==> src/rtl/mem_port_arbiter_pkg.sv <==
// Shared encodings for the main-memory port arbiter: owner ids, FSM states, field widths.
package mem_port_arbiter_pkg;

  localparam int MEM_OWNER_WIDTH = 1;
  localparam logic [MEM_OWNER_WIDTH-1:0] MEM_OWNER_IF = 1'b0;
  localparam logic [MEM_OWNER_WIDTH-1:0] MEM_OWNER_LS = 1'b1;

  localparam int MEM_BE_WIDTH = 4;
  localparam int CNT_WIDTH    = 4;
  localparam int STARVE_WIDTH = 4;
  localparam logic [STARVE_WIDTH-1:0] STARVE_MAX = 4'hF;

  typedef enum logic {
    ARB_STATE_IDLE = 1'b0,
    ARB_STATE_BUSY = 1'b1
  } arb_state_e;

endpackage

==> src/rtl/mem_arb_prio.sv <==
// Winner select for the memory port: LS by default, IF once it has lost STARVE_LIMIT times in a row.
module mem_arb_prio
  import mem_port_arbiter_pkg::*;
#(
  parameter int STARVE_LIMIT = 4
) (
  input  logic clk,
  input  logic reset,
  input  logic if_req,
  input  logic ls_req,
  input  logic window,
  output logic grant_if,
  output logic grant_ls
);

  localparam logic [STARVE_WIDTH-1:0] LIMIT_C = STARVE_WIDTH'(STARVE_LIMIT);

  logic [STARVE_WIDTH-1:0] starve_r;
  logic                    if_first_s;

  // Winner select; grants only exist while a grant window is open.
  always_comb begin
    grant_if   = 1'b0;
    grant_ls   = 1'b0;
    if_first_s = (starve_r >= LIMIT_C);
    if (window) begin
      if (if_req && (!ls_req || if_first_s)) begin
        grant_if = 1'b1;
      end else if (ls_req) begin
        grant_ls = 1'b1;
      end else begin
        grant_if = 1'b0;
      end
    end else begin
      grant_ls = 1'b0;
    end
  end

  // Count consecutive arbitrations IF lost to LS; cycles without a window leave it untouched.
  always_ff @(posedge clk) begin
    if (reset) begin
      starve_r <= '0;
    end else if (grant_if) begin
      starve_r <= '0;
    end else if (grant_ls && if_req && (starve_r != STARVE_MAX)) begin
      starve_r <= starve_r + 4'd1;
    end else begin
      starve_r <= starve_r;
    end
  end

endmodule

==> src/rtl/mem_port_arbiter.sv <==
// Shares one main-memory port between instruction fetch and load/store, one transaction
// in flight at a time, routing each response back to the requester that issued it.
module mem_port_arbiter
  import mem_port_arbiter_pkg::*;
#(
  parameter int ADDR_WIDTH   = 32,
  parameter int DATA_WIDTH   = 32,
  parameter int MEM_LATENCY  = 1,
  parameter int STARVE_LIMIT = 4
) (
  input  logic                    clk,
  input  logic                    reset,
  input  logic                    if_req,
  input  logic [ADDR_WIDTH-1:0]   if_addr,
  output logic                    if_gnt,
  output logic                    if_stall,
  output logic                    if_rvalid,
  output logic [DATA_WIDTH-1:0]   if_rdata,
  output logic                    if_err,
  input  logic                    ls_req,
  input  logic                    ls_we,
  input  logic [MEM_BE_WIDTH-1:0] ls_be,
  input  logic [ADDR_WIDTH-1:0]   ls_addr,
  input  logic [DATA_WIDTH-1:0]   ls_wdata,
  output logic                    ls_gnt,
  output logic                    ls_rvalid,
  output logic [DATA_WIDTH-1:0]   ls_rdata,
  output logic                    ls_err,
  output logic                    mem_req,
  output logic                    mem_we,
  output logic [MEM_BE_WIDTH-1:0] mem_be,
  output logic [ADDR_WIDTH-1:0]   mem_addr,
  output logic [DATA_WIDTH-1:0]   mem_wdata,
  input  logic [DATA_WIDTH-1:0]   mem_rdata,
  input  logic                    mem_error
);

  localparam logic [CNT_WIDTH-1:0] LAT_C = CNT_WIDTH'(MEM_LATENCY);

  arb_state_e                 state_r;
  logic [MEM_OWNER_WIDTH-1:0] owner_r;
  logic [CNT_WIDTH-1:0]       cnt_r;
  logic                       store_r;
  logic                       done_s;
  logic                       window_s;
  logic                       grant_if_s;
  logic                       grant_ls_s;
  logic                       issue_s;

  assign done_s   = (state_r == ARB_STATE_BUSY) && (cnt_r == 4'd1);
  assign window_s = (state_r == ARB_STATE_IDLE) || done_s;
  assign issue_s  = grant_if_s || grant_ls_s;

  mem_arb_prio #(
    .STARVE_LIMIT(STARVE_LIMIT)
  ) u_prio (
    .clk      (clk),
    .reset    (reset),
    .if_req   (if_req),
    .ls_req   (ls_req),
    .window   (window_s),
    .grant_if (grant_if_s),
    .grant_ls (grant_ls_s)
  );

  // Request forwarding and response routing; everything is forced quiet while reset is high.
  always_comb begin
    if_gnt    = 1'b0;
    if_stall  = 1'b0;
    if_rvalid = 1'b0;
    if_rdata  = '0;
    if_err    = 1'b0;
    ls_gnt    = 1'b0;
    ls_rvalid = 1'b0;
    ls_rdata  = '0;
    ls_err    = 1'b0;
    mem_req   = 1'b0;
    mem_we    = 1'b0;
    mem_be    = '0;
    mem_addr  = '0;
    mem_wdata = '0;
    if (!reset) begin
      if_gnt   = grant_if_s;
      ls_gnt   = grant_ls_s;
      if_stall = if_req && !grant_if_s;
      if (grant_if_s) begin
        mem_req  = 1'b1;
        mem_be   = 4'hF;
        mem_addr = if_addr;
      end else if (grant_ls_s) begin
        mem_req   = 1'b1;
        mem_we    = ls_we;
        mem_be    = ls_be;
        mem_addr  = ls_addr;
        mem_wdata = ls_wdata;
      end else begin
        mem_req = 1'b0;
      end
      // The response is a pass-through of the memory bus in the completion cycle.
      if (done_s && (owner_r == MEM_OWNER_IF)) begin
        if_rvalid = 1'b1;
        if_rdata  = mem_rdata;
        if_err    = mem_error;
      end else if (done_s) begin
        ls_rvalid = 1'b1;
        ls_rdata  = store_r ? '0 : mem_rdata;
        ls_err    = mem_error;
      end else begin
        ls_rvalid = 1'b0;
      end
    end else begin
      if_gnt = 1'b0;
    end
  end

  // Transaction tracker: IDLE until a grant, then BUSY counting down to the response.
  always_ff @(posedge clk) begin
    if (reset) begin
      state_r <= ARB_STATE_IDLE;
      owner_r <= MEM_OWNER_IF;
      cnt_r   <= '0;
      store_r <= 1'b0;
    end else begin
      case (state_r)
        ARB_STATE_IDLE, ARB_STATE_BUSY: begin
          if (issue_s) begin
            state_r <= ARB_STATE_BUSY;
            owner_r <= grant_ls_s ? MEM_OWNER_LS : MEM_OWNER_IF;
            cnt_r   <= LAT_C;
            store_r <= grant_ls_s && ls_we;
          end else if ((state_r == ARB_STATE_BUSY) && (cnt_r > 4'd1)) begin
            cnt_r <= cnt_r - 4'd1;
          end else begin
            state_r <= ARB_STATE_IDLE;
            cnt_r   <= '0;
          end
        end
        default: begin
          state_r <= ARB_STATE_IDLE;
          cnt_r   <= '0;
        end
      endcase
    end
  end

endmodule

==> config.mk <==
export PLATFORM = sky130hd
export DESIGN_NAME = mem_port_arbiter
export DESIGN_NICKNAME = d
export VERILOG_FILES = /design/src/rtl/mem_port_arbiter_pkg.sv /design/src/rtl/mem_arb_prio.sv /design/src/rtl/mem_port_arbiter.sv
export SDC_FILE = /design/constraint.sdc
export NUM_CORES = 1
export LEC_CHECK = 0
export BUFFER_PORTS_ARGS = -buffer_cell sky130_fd_sc_hd__buf_2
export CORE_AREA = 5 5 105 107
export CTS_BUF_LIST = sky130_fd_sc_hd__clkbuf_8
export DETAILED_ROUTE_END_ITERATION = 8
export DIE_AREA = 0 0 110 112
export SYNTH_ARGS = -nofsm -noshare
export SYNTH_HDL_FRONTEND = slang
export SYNTH_SLANG_ARGS = --single-unit
==> constraint.sdc <==
create_clock -name clk -period 2.4 [get_ports clk]
set_input_delay 0.48 -clock clk [delete_from_list [all_inputs] [get_ports clk]]
set_output_delay 0.48 -clock clk [all_outputs]
set_load 0.01 [all_outputs]
### After elaboration in Yosys (flattened, before gate mapping)

Cells that the tools add are included.

* mux-type cells: 43
* add/subtract/negate cells: 2
* bitwise gates (word level): 3
* magnitude comparators: 2
* equal/unequal tests: 3
* reduce and logical (&&, ||, !) cells: 15

Operators by type and width (number)
* 32-bit 2-to-1 mux: 12
* 1-bit 2-to-1 mux: 28
* 4-bit 2-to-1 mux: 3
* 1-bit logical AND: 8
* 4-bit by 1-bit adder with 4-bit output, second input constant: 1
* 4-bit by 1-bit equality test with 1-bit output, second input constant: 1
* 4-bit by 3-bit greater-or-equal comparator with 1-bit output, second input constant: 1
* 4-bit by 1-bit greater-than comparator with 1-bit output, second input constant: 1
* 4-bit != test, second input constant: 1
* 4-bit by 1-bit subtractor with 4-bit output, second input constant: 1
* 1-bit logical OR: 3
* 1-bit NOT: 3
* 3-bit OR reduction: 1
* 1-bit zero test: 2
* 2-bit != test, second input constant: 1
* 2-bit OR reduction: 1

* input bits: 138
* bits in registers: 11
* word-level logic and storage cells: 74
* output and inout bits: 141

### Logic depth before layout (Yosys ltp)

Gate-level depths: netlist of run 1.

* word-level depth: 8
* depth in mapped cells: 8
* depth with buffers taken out: 6

### Cells and area by module

A second synthesis of run 1 with hierarchy kept.

* cells, all modules: 225
* area total of the unflattened synthesis: 1616.6 um^2

Modules (own cells, without submodules)
* mem_port_arbiter: times used 1, cells an instance 201, area an instance 1411.4 um^2
* mem_arb_prio: times used 1, cells an instance 24, area an instance 205.2 um^2

### Worst setup path before layout of run 1

Ideal clock, no wire load.

* kind: register to output
* start point: register cnt_r[0]
* end point: output port mem_addr[26]
* cell stages (with the launch flop): 8
* setup slack: 200 ps
* buffers on the path: 2
* arrival: 1720 ps
* cells stage by stage: dfxtp_1 -> ha_1 -> or3b_4 -> a21oi_2 -> and2_1 -> buf_4 -> buf_4 -> a22o_1

* word-level cells in the longest chain between the ends: 7
* elaborated cells between the ends (all ways): 8
* classes of those cells: eq/ne: 1; mux: 5; reduce/logical: 2

RTL lines
* from (decl): line mem_port_arbiter.sv:42 `logic [CNT_WIDTH-1:0] cnt_r;`
* from (signal assigned): line mem_port_arbiter.sv:132 `cnt_r <= cnt_r - 4'd1;`
* 4-bit by 1-bit equality test with 1-bit output *: line mem_port_arbiter.sv:50 `assign done_s = (state_r == ARB_STATE_BUSY) && (cnt_r == 4'd1);`
* 1-bit logical AND *: line mem_port_arbiter.sv:50
* 1-bit logical OR *: line mem_port_arbiter.sv:51 `assign window_s = (state_r == ARB_STATE_IDLE) || done_s;`
* 1-bit 2-to-1 mux: line mem_arb_prio.sv:26 `if (window) begin`
* 32-bit 2-to-1 mux: line mem_port_arbiter.sv:90 `end else if (grant_ls_s) begin`
* 32-bit 2-to-1 mux *: line mem_port_arbiter.sv:86 `if (grant_if_s) begin`
* 32-bit 2-to-1 mux *: line mem_port_arbiter.sv:82 `if (!reset) begin`
* to (decl): line mem_port_arbiter.sv:32 `output logic [ADDR_WIDTH-1:0] mem_addr,`

Mark *: on every way between the ends. The rest lies on a longest branch, timed or not.

### Worst setup path in the final report of run 1

* start point: register cnt_r[1]
* end point: output port if_rdata[24]

* word-level cells in the longest chain between the ends: 5

RTL lines
* 4-bit by 1-bit equality test with 1-bit output: line mem_port_arbiter.sv:50
* 1-bit logical AND: line mem_port_arbiter.sv:50
* 1-bit logical AND: line mem_port_arbiter.sv:100 `if (done_s && (owner_r == MEM_OWNER_IF)) begin`
* 32-bit 2-to-1 mux: line mem_port_arbiter.sv:100
* 32-bit 2-to-1 mux: line mem_port_arbiter.sv:82
* to (decl): line mem_port_arbiter.sv:18 `output logic [DATA_WIDTH-1:0] if_rdata,`

Every way passes these cells.

==> metrics.txt, run 1 <==
slew margin rel. a little under three quarters; NetSw around 380 uW; Post-Syn Area roughly 1600 um2; WHS 0.471 ns; Mapped Nets 350; crit-path cells inv_2, ha_4, or3b_4, buf_4, nor3b_4, buf_6, clkbuf_16, and2_1, buf_2; I/O pin count 279; CTS buffer count 3; via density per instance around 4.3; Initial Utilization roughly 16%; DP HPWL ~8.3 mm; Fillers 1059; P&R area growth vs syn 141%; CP arrival 2.08 ns; top cell type's share of synthesized area roughly two fifths; die height approximately 110 um; slowest CP cell or3b_4; crit path buf inv count 5; die width between 100 and 150 um; most frequent cells in the layout 240 x buf_2, 77 x and2_1, 40 x buf_6; Cell Int Power roughly 700 uW; routed wire length approximately 11 mm; Worst path max stage delay 0.39 ns; flops & latches, synth 11; IR drop worst, VDD 0.201 mV; Clk pwr share around 17%; DR iter-0 viols ~150; PwrDens between 200 and 300 nW/um2; Final ANT Viol Nets 0; H-tree Lvls 1; Hold Path Class in -> reg; final setup fails around 100; clk buf depth 2; CP startpoint cnt_r[1]$_SDFF_PP0_; largest net degree at the start of global routing 35; skew final 0.00516 ns; worst-path fanout max 17; ANT cells 0; RSZ-0062 raised after global routing true; Syn Area/Cell 7.62 um2; setup TNS -12.88 ns; Hold Fails Final Rpt 0; Root Buffer clkbuf_8; Max Fclk 390 MHz; Sw Share 35.5%; Worst setup EP type output pin; DRC Markers 0; vias in the first global route around 2700; RePlAce Congestion 0.839; Reg power frac between 10% and 20%; Mapped Cells ~210; count of cell types in the netlist 29; Static Leakage ~2.3 nW; CP delay by family, top simple AND/OR/NAND/NOR gates; CTS sink count 11; initial antenna violation count 0; minimum clock period ~2.6 ns; final instance area about 3800 um2; share of cells above drive strength 1 68.7%; # hold bufs at CTS 0; ys flop type dfxtp_1; yosys warns 0; area leader, netlist and2_1; Port Buffer Count about 280; Combinational Power Share between 60% and 70%; aggregate global routing overflow 0; CTS tree yes; Post-synth EDFFs 0; max-cap viol count 0; die area about 12000 um2; outcome finished, violations left; hold path startpoint ls_we; DP Area between 3000 and 4000 um2; top post-synthesis cells by area and2_1 40%, a22o_1 18%, dfxtp_1 14%, buf_6 3.5%, buf_4 3.3%; failing checks negative setup slack; Worst Tran Pin Value approximately 0.43 ns; WP data required approximately 1.9 ns; Tot GR Track Use 14.7%; routed length per instance around 17 um; drt first pass iters 4; Worst R2R Start cnt_r[1]$_SDFF_PP0_; part of the cycle the worst path needs 107%; DR vias 2711; Reg2Reg Setup Slack ~0.5 ns; count of pins over their slew limit 0; setup slack after layout -0.164 ns; most common cell after layout, fill and taps aside buf_2; clk_lat worst skew roughly 0.24 ns; Post-synth ARST share 0%; Critical Path Start Type flip-flop; first-pass GRT wire length 14.4 mm; CTS clk-pin slew, worst paths 0.05 ns; total core area roughly 10000 um2; CP Class reg -> out; FP Rows 37; nets@finish 640; post-synthesis sequential area ratio 13.8%
[final timing paths]
kind,cells past startpoint,endpoint
min,2,store_r$_SDFFE_PP0P_
max reg2reg,7,u_prio.starve_r[1]$_SDFFE_PP0P_
max,9,if_rdata[24]
min reg2reg,2,u_prio.starve_r[1]$_SDFFE_PP0P_
[area by class of cell]
| type | instances | area, um2 | area share, % |
|---|---|---|---|
| repair buffers | 303 | 2050 | 53.5 |
| multi-input cells | 177 | 1340 | 34.8 |
| flip-flops and latches | 11 | 223 | 5.81 |
| well taps | 136 | 170 | 4.44 |
| clock buffers | 3 | 41.3 | 1.08 |
| inverters | 3 | 11.3 | 0.294 |
| clock inverters | 1 | 3.75 | 0.0979 |
[synth_stat cells, types with 2 or more instances]
library cell / number
a21o_1: 6
a21oi_1: 2
a22o_1: 32
and2_1: 102
buf_4: 7
buf_6: 5
clkbuf_1: 5
dfxtp_1: 11
ha_1: 3
inv_1: 3
nand2_1: 4
nor2_1: 9
o21ai_0: 2
xnor2_1: 3
[sequential cells by signal, summed over array words and instances (netlist names)]
signal,flops
cnt_r,4
owner_r,1
state_r,1
store_r,1
u_prio.starve_r,4
[power groups by stage]
stage	Clock, mW	Combinational [mW]	Sequential (mW)
floorplan	0	0.248	0.210
global placement	0	0.502	0.212
detailed placement	0	0.506	0.212
CTS	0.193	0.601	0.212
global route	0.201	0.727	0.214
finish	0.188	0.680	0.214
[through the flow]
stage / total power [mW] / setup WS (ns) / utilization (%) / cells
2_1_floorplan: 0.458 / 0.200 / - / 209
3_3_place_gp: 0.714 / 0.0223 / 31.2 / 612
3_5_place_dp: 0.718 / -0.0315 / 31.2 / 612
4_1_cts: 1.01 / -0.170 / 34.9 / 625
5_1_grt: 1.14 / -0.230 / 38.2 / 634
6_report: 1.08 / -0.164 / 38.2 / 634
[timing repair]
item,CTS,global route
hold endpoints to repair,0,0
pin swaps,10,17
resized for setup,42,45
endpoints found under the setup margin,106,137
buffers inserted,5,5
cloned,4,4
[layer usage]
| layer | routed length, um | up-vias | GRT usage [%] |
|---|---|---|---|
| met4 | 163 | 0 | 3.99 |
| met3 | 914 | 13 | 2.84 |
| met1 | 4180 | 1276 | 16.9 |
| li1 | - | 1283 | - |
| met5 | 0 | - | 0 |
| met2 | 5770 | 139 | 27.0 |
[kinds of logic (layout without fill, tap and decap cells)]
family,count (synthesis),after routing,share of synthesized area [%]
adders and majority gates,3,3,2.36
and+or+nand+nor,122,122,46.5
buffers and inverters,21,310,9.03
xor gates and xnor gates,3,3,1.65
AOI/OAI and AO/OA,48,48,26.0
DFF,11,11,13.8
muxes,1,1,0.628
(Power assumes the default switching activity.)
==> run 2: changes to the inputs <==
- CTS_BUF_LIST: sky130_fd_sc_hd__clkbuf_8 -> sky130_fd_sc_hd__clkbuf_2
==> metrics.txt, run 2 (synthesis gave the netlist of run 1 again) <==
clk_lat worst skew ~0.26 ns; PwrDens around 260 nW/um2; Reg2Reg Setup Slack ~0.45 ns; Sequential Area between 200 and 250 um2; outcome finished, violations left; vias in the first global route around 2700; WP data required between 1.5 and 2 ns; part of the cycle the worst path needs 109%; most frequent cells in the layout 235 x buf_2, 72 x and2_1, 47 x buf_6; Combinational Power Share between 60 and 70%; max-cap viol count 0; Fillers 1041; DP HPWL roughly 8.3 mm; Reg power frac between 20% and 30%; first-pass GRT wire length between 10 and 15 mm; Non-Filler Instances 639; ANT cells 0; Port Buffer Count 278; share of cells above drive strength 1 around 70%; CP delay by family, top simple AND/OR/NAND/NOR gates; FF-to-FF path depth 10; area of the multi-input gates 1350 um2; CTS sink count 11; CP arrival between 2 and 2.5 ns; FP Rows 37; Sw Share 36.9%; CTS clk-pin slew, worst paths about 0.12 ns; die area ~12000 um2; IR drop worst, VDD about 0.22 mV; Max Fclk ~380 MHz; most common cell after layout, fill and taps aside buf_2; final setup fails ~100; Tot GR Track Use between 10 and 15%; Final ANT Viol Nets 0; crit-path cells inv_2, ha_4, or3b_4, a21oi_4, and3_4, buf_8, clkbuf_16, a22o_1, buf_2; H-tree Lvls 1; biggest regs cnt_r (4), u_prio.starve_r (4); routed length per instance between 15 and 20 um; largest net degree at the start of global routing 35; failing checks negative setup slack; Worst path max stage delay 0.39 ns; Worst Tran Pin Value about 0.43 ns; Critical Path Start Type flip-flop; die width 110 um; routed wire length about 11 mm; slowest CP cell or3b_4; DP Area around 3100 um2; skew final approximately 0.0088 ns; total core area around 10000 um2; Static Leakage roughly 2.3 nW; Root Buffer clkbuf_2; Initial Utilization 15.9%; die height approximately 110 um; Hold Fails Final Rpt 0; placed cell count 612; worst-path fanout max 5; hold path cells 2; clk buf depth 2; count of pins over their slew limit 0; WHS roughly 0.45 ns; CTS buffer count 3; I/O pin count ~280; minimum clock period roughly 2.6 ns; NetSw about 380 uW; initial antenna violation count 0; nets@finish about 650; CP Class reg -> out; CTS tree yes; RSZ-0062 raised after global routing true; aggregate global routing overflow 0; drt first pass iters 4; via density per instance ~4.3; Clk pwr share a little over a tenth; final instance area around 3900 um2; Hold Path Class in -> reg; setup slack after layout -0.224 ns; # hold bufs at CTS 0; Cell Int Power around 650 uW; slew margin rel. roughly 71%; Worst setup EP type output pin; critical path depth in cells 9; DR vias around 2700; setup TNS -18.04 ns; DRC Markers 0; P&R area growth vs syn 147%; crit path buf inv count 4; DR iter-0 viols 156; final core occ 39.2%; RePlAce Congestion roughly 0.84
[run 2: changes by cell type in the layout (fill, tap and decap cells not counted), sizes merged]
| cell | delta |
|---|---|
| inv | -1 |
| clkbuf | +3 |
| buf | +3 |
[run 2: metal layers]
metal  GRT usage, %  share of wire, %  up-vias
li1               -                 -     1295
met1           17.0                37     1294
met2           27.1                53      135
met3           2.67               8.8       10
met4           3.16               1.1        0
met5              0                 0        -
[run 2: stage by stage]
step	setup slack [ns]	power (mW)
floorplan	0.200	0.458
global placement	0.0223	0.714
detailed placement	-0.0315	0.718
CTS	-0.215	0.928
global route	-0.290	1.09
finish	-0.224	1.03
[run 2: final timing paths]
check | start | to
worst max-delay path | cnt_r[1]$_SDFF_PP0_ | mem_addr[20]
worst min-delay path | ls_we | store_r$_SDFFE_PP0P_
worst max register to register | cnt_r[1]$_SDFF_PP0_ | store_r$_SDFFE_PP0P_
worst min register to register | u_prio.starve_r[1]$_SDFFE_PP0P_ | u_prio.starve_r[1]$_SDFFE_PP0P_
[run 2: area by class of cell]
class | instances | area share [%]
Multi-Input combinational cell | 177 | 34.2
Timing Repair Buffer | 308 | 55.0
Inverter | 3 | 0.286
Clock buffer | 4 | 0.508
Tap cell | 136 | 4.32
Sequential cell | 11 | 5.65
[run 2: what timing repair did]
item | CTS | global route
cloned | 4 | 8
resized for setup | 44 | 55
pin swaps | 10 | 24
buffers inserted | 5 | 6
endpoints found under the setup margin | 106 | 138
[run 2: power by group through the flow]
stage	clock [mW]	combinational, mW	sequential [mW]
6_report	0.109	0.712	0.213
5_1_grt	0.118	0.759	0.214
4_1_cts	0.112	0.604	0.212
3_5_place_dp	0	0.506	0.212
3_3_place_gp	0	0.502	0.212
2_1_floorplan	0	0.248	0.210
